### config.mk
export PLATFORM = sky130hd
export DESIGN_NAME = rpsc_fault_card
export DESIGN_NICKNAME = d
export VERILOG_FILES = /design/src/rtl/rpsc_fault_card.sv
export SDC_FILE = /design/constraint.sdc
export NUM_CORES = 1
export LEC_CHECK = 0
export CORE_MARGIN = 5
export CORE_UTILIZATION = 35
export CTS_CLUSTER_SIZE = 24
export DETAILED_ROUTE_END_ITERATION = 10
export GPL_TIMING_DRIVEN = 0
export MAX_ROUTING_LAYER = met4
export REMOVE_ABC_BUFFERS = 1
export SYNTH_ARGS = -nofsm -noshare
export SYNTH_HDL_FRONTEND = slang
export SYNTH_SLANG_ARGS = --single-unit
### constraint.sdc
create_clock -name clk -period 6.2 [get_ports clk]
set_input_delay 1.24 -clock clk [delete_from_list [all_inputs] [get_ports clk]]
set_output_delay 1.24 -clock clk [all_outputs]
set_load 0.02 [all_outputs]
### src/rtl/rpsc_fault_card.sv
// rpsc_fault_card: N-channel interlock card with glitch filters, hold/transparent latches and first-fault capture.
// Optional trip counter output enabled by defining RPSC_FAULT_TRIP_CNT_EN.
module rpsc_fault_card #(
    parameter int                N_CH       = 8,
    parameter logic [N_CH-1:0]   LATCH_MASK = N_CH'(8'h77),
    parameter int                FILT_CYC   = 4,
    parameter int                IDX_W      = $clog2(N_CH)
) (
    input  logic              clk,
    input  logic              reset,
    input  logic              reset_hold_error,
    input  logic              LA_Test,
    input  logic [N_CH-1:0]   in,
    output logic [N_CH-1:0]   out,
    output logic [N_CH-1:0]   LA,
    output logic              any_fault,
    output logic              first_valid,
`ifdef RPSC_FAULT_TRIP_CNT_EN
    output logic [15:0]       trip_count,
`endif
    output logic [IDX_W-1:0]  first_idx
);
    logic [7:0]       r_cnt [N_CH];
    logic [N_CH-1:0]  w_filt;
    logic [N_CH-1:0]  w_next_out;
    logic [N_CH-1:0]  w_rise;
    logic [N_CH-1:0]  r_out;
    logic             r_first_valid;
    logic [IDX_W-1:0] r_first_idx;
    logic [IDX_W-1:0] w_low;
    for (genvar i = 0; i < N_CH; i++) begin : g_ch
        assign w_filt[i] = r_cnt[i] == 8'(FILT_CYC);
        always_ff @(posedge clk or posedge reset) begin
            if (reset) r_cnt[i] <= '0;
            else r_cnt[i] <= !in[i] ? 8'd0 : w_filt[i] ? r_cnt[i] : r_cnt[i] + 8'd1;
        end
    end
    // Set dominates the hold-error clear; transparent channels just follow the filter.
    assign w_next_out = w_filt | (r_out & LATCH_MASK & ~{N_CH{reset_hold_error}});
    assign w_rise     = w_next_out & ~r_out;
    always_comb begin
        w_low = '0;
        for (int k = N_CH - 1; k >= 0; k--)
            if (w_rise[k]) w_low = IDX_W'(k);
    end
    always_ff @(posedge clk or posedge reset) begin
        if (reset) begin
            r_out         <= '0;
            r_first_valid <= 1'b0;
            r_first_idx   <= '0;
        end else begin
            r_out <= w_next_out;
            if (reset_hold_error) begin
                r_first_valid <= 1'b0;
                r_first_idx   <= '0;
            end else if (!r_first_valid && |w_rise) begin
                r_first_valid <= 1'b1;
                r_first_idx   <= w_low;
            end
        end
    end
`ifdef RPSC_FAULT_TRIP_CNT_EN
    logic [15:0] r_trip_count;
    always_ff @(posedge clk or posedge reset) begin
        if (reset) r_trip_count <= '0;
        else if (|w_rise && r_trip_count != 16'hFFFF) r_trip_count <= r_trip_count + 16'd1;
    end
    assign trip_count = r_trip_count;
`endif
    assign out         = r_out;
    assign LA          = r_out | {N_CH{LA_Test}};
    assign any_fault   = |r_out;
    assign first_valid = r_first_valid;
    assign first_idx   = r_first_idx;
endmodule

==> run_results.csv <==
group,metric,value,unit
worst_setup_path,cp-end-kind,"primary output",
global_routing,grt_pass1_vias,2863,
worst_setup_path,arrival,2.60,ns
worst_setup_path,worstPathCellList,"clkdlybuf4s50_1 -> or2_2 -> clkdlybuf4s50_1",
clock_network,numCtsBuffers,9,
global_routing,track_usage,13.2,%
synth,synth_top_area_share,48.2,%
final_layout,nFillCells,1071,
floorplan,std_cell_rows,38,
power_and_ir_drop,leakagePower,2.07,nW
final_layout,drive_gt1_share,6.43,%
worst_setup_path,crit_family,"buffers and inverters",
floorplan,die_h,116,um
worst_setup_path,r2r_start,"r_cnt[3]",
clock_network,holdBufCountCts,0,
final_layout,syn2layout_area_growth,22.0,%
timing,fin_ws,2.36,ns
clock_network,cts_tree,"done",
synth,synth_cell_types,41,
synth,yosys.cell_count.top_type,"dfrtp_1",
placed_design,placed_area,4470,sq um
clock_network,cts_resized,0,
synth,synth_edf_count,0,
synth,synth_area_leaders,"dfrtp_1 (48%), xnor2_1 (6.2%), ha_1 (5.1%)",
placed_design,port-buffer-count,32,
timing,rsz0062_at_grt,"false",
timing,tns,0,ns
clock_network,clockRootBuffer,"clkbuf_16",
timing,skew,0.00247,ns
worst_setup_path,path_class,"in2out",
clock_network,post_cts_buffers,0,
global_routing,antenna_found_initial,0,
floorplan,core,10900,sq um
drt,drt_iter0_drc,151,
drt,vias,2960,
timing,period_share,61.9,%
drt,wl_per_cell,13.6,um
power_and_ir_drop,cellPowerDensity,289,nW/um^2
synth,async_flop_share,100,%
power_and_ir_drop,total_power,1.39,mW
timing,worstMarginPinSlew,0.508,ns
worst_setup_path,reg2reg_setup_slack,3.87,ns
final_layout,layout.nets,474,
timing,layout_min_cycle_time,3.84,ns
worst_setup_path,worst-r2r-cell-count,5,
power_and_ir_drop,clkPwrFrac,44.0,%
clock_network,path_clk_slew,0.06,ns
drt,drc_errors,0,
global_routing,grt_max_degree,64,
flow_run,drv_cap,0,
power_and_ir_drop,ir_drop,0.187,mV
power_and_ir_drop,p_sw_share,25.0,%
clock_network,clockBufferDepth,2,
timing,relSlewSlack,65.7,%
global_routing,grt_pass1_wl,13700,um
worst_setup_path,path_max_fanout,8,
drt,wl,8050,um
synth,syn_area,3950,sq um
clock_network,htreeDepth,3,
outcome,outcome,"finished clean",
worst_setup_path,critical_path.startpoint_type,"input port",
worst_setup_path,cp_slowest_stage_delay,0.54,ns
synth,synth_cells,404,
timing,finalMaxSlewViolations,0,
final_layout,antenna_cells,0,
clock_network,clkLatencyLatePin,0.33,ns
worst_setup_path,worstPathRequired,4.96,ns
worst_setup_path,timing.critical_path.buf_inv,2,
synth,synthTopCellsByCount,"dfrtp_1 (76), and2_1 (30), inv_1 (28), xnor2_1 (28), nand3_1 (27)",
drt,vias_per_cell,5.01,
drt,first_pass_iters,4,
placed_design,place_ws,2.36,ns
drt,antenna_left,0,
synth,syn_avg_cell_area,9.77,sq um
floorplan,pin_count,33,
power_and_ir_drop,combPwrFrac,15.6,%
timing,max_freq,0.260,GHz
synth,synth_warnings,0,
global_routing,overflow,0,
worst_setup_path,startpoint,"LA_Test",
worst_setup_path,crit_cells,3,
floorplan,die-area,13500,sq um
min_path,hold_path.class,"reg2reg",
synth,synth_top_cell_by_area,"dfrtp_1",
placed_design,gp_congestion,0.814,
worst_setup_path,r2r-end,"first_idx[1]",
floorplan,die_x,116,um
timing,setup-violations-final,0,
timing,finalHoldViolations,0,
min_path,hp-start,"r_cnt[18]",
placed_design,place_hpwl,5760,um
worst_setup_path,endpoint,"LA[3]",
clock_network,clock_sinks,76,
synth,yosysSeqAreaShare,48.2,%
worst_setup_path,critPathSlowestCell,"clkdlybuf4s50_1",
synth,ys.flop_type,"dfrtp_1",
final_layout,postLayoutCellArea,4820,sq um
floorplan,initial_core_util,36.1,%
power_and_ir_drop,switchingPower,0.349,mW
power_and_ir_drop,p_seq_share,40.4,%
power_and_ir_drop,intPower,1.04,mW
worst_setup_path,cpMostUsedCell,"clkdlybuf4s50_1",
synth,ys_ff_latch,76,
-- power by group through the flow --
stage	clock [mW]	combinational [mW]	sequential (mW)
4_1_cts	0.630	0.221	0.562
2_1_floorplan	0	0.129	0.572
5_1_grt	0.650	0.242	0.567
3_3_place_gp	0	0.212	0.569
6_report	0.613	0.217	0.562
3_5_place_dp	0	0.220	0.571
-- per-stage QoR --
step	util [%]	std cells	hold WS [ns]
global placement	40.6	574	0.518
detailed placement	40.8	575	0.533
floorplan	-	402	0.479
CTS	44.1	591	0.540
finish	44.1	591	0.537
global route	44.1	591	0.565
-- cell type report --
| cell class | instances | area, sq um | share of cell area, % |
|---|---|---|---|
| Clock inverter | 4 | 95.1 | 1.97 |
| Sequential cell | 76 | 1900 | 39.5 |
| Timing Repair Buffer | 33 | 348 | 7.22 |
| Clock buffer | 12 | 256 | 5.32 |
| Tap cell | 140 | 175 | 3.64 |
| Inverter | 28 | 108 | 2.23 |
| Multi-Input combinational cell | 298 | 1930 | 40.1 |
-- registers in the layout, indices dropped and copies added, names as in the netlist --
| signal | cells |
|---|---|
| first_valid | 1 |
| r_cnt | 64 |
| first_idx | 3 |
| out | 8 |
-- cells by family (layout without fill, tap and decap cells) --
| group | count (synthesis) | after routing | synth area share (%) |
|---|---|---|---|
| fa+ha+maj | 16 | 16 | 5.07 |
| simple gates | 182 | 182 | 25.9 |
| flops | 76 | 76 | 48.2 |
| compound gates | 67 | 67 | 10.7 |
| xor+xnor | 32 | 32 | 7.10 |
| mux | 1 | 1 | 0.254 |
| buf+inv | 30 | 77 | 2.85 |
-- how the worst min path moves through the flow --
stage | cells after the start | to
final | 1 | r_cnt[18]
after CTS | 1 | r_cnt[18]
after global placement | 1 | r_cnt[18]
after floorplan | 1 | r_cnt[18]
after detailed placement | 1 | r_cnt[18]
after global routing | 1 | r_cnt[18]
-- per-layer routing --
layer / global-route usage, % / vias to the layer above / wire, um
met5: - / - / 0
met4: 4.49 / 0 / 121
met3: 3.73 / 10 / 259
met2: 20.7 / 38 / 3800
met1: 16.6 / 1419 / 3870
li1: - / 1493 / -
-- placed cells by master, fill, tap and decap left out, drive strengths merged, types with 6 or more instances in the layout --
master	synthesis	final
nor2b	17	17
a21boi	13	13
and2	30	30
dfrtp	76	76
nor2	22	22
or3	9	9
clkbuf	1	12
and3	8	8
ha	16	16
xnor2	28	28
nand3	27	27
nor4b	8	8
clkdlybuf4s50	0	32
or2	8	8
nor4	6	6
a31oi	7	7
o21ai	24	24
nand4	11	11
a21oi	12	12
inv	28	28
nand2	26	26
(Power assumes the default switching activity.)
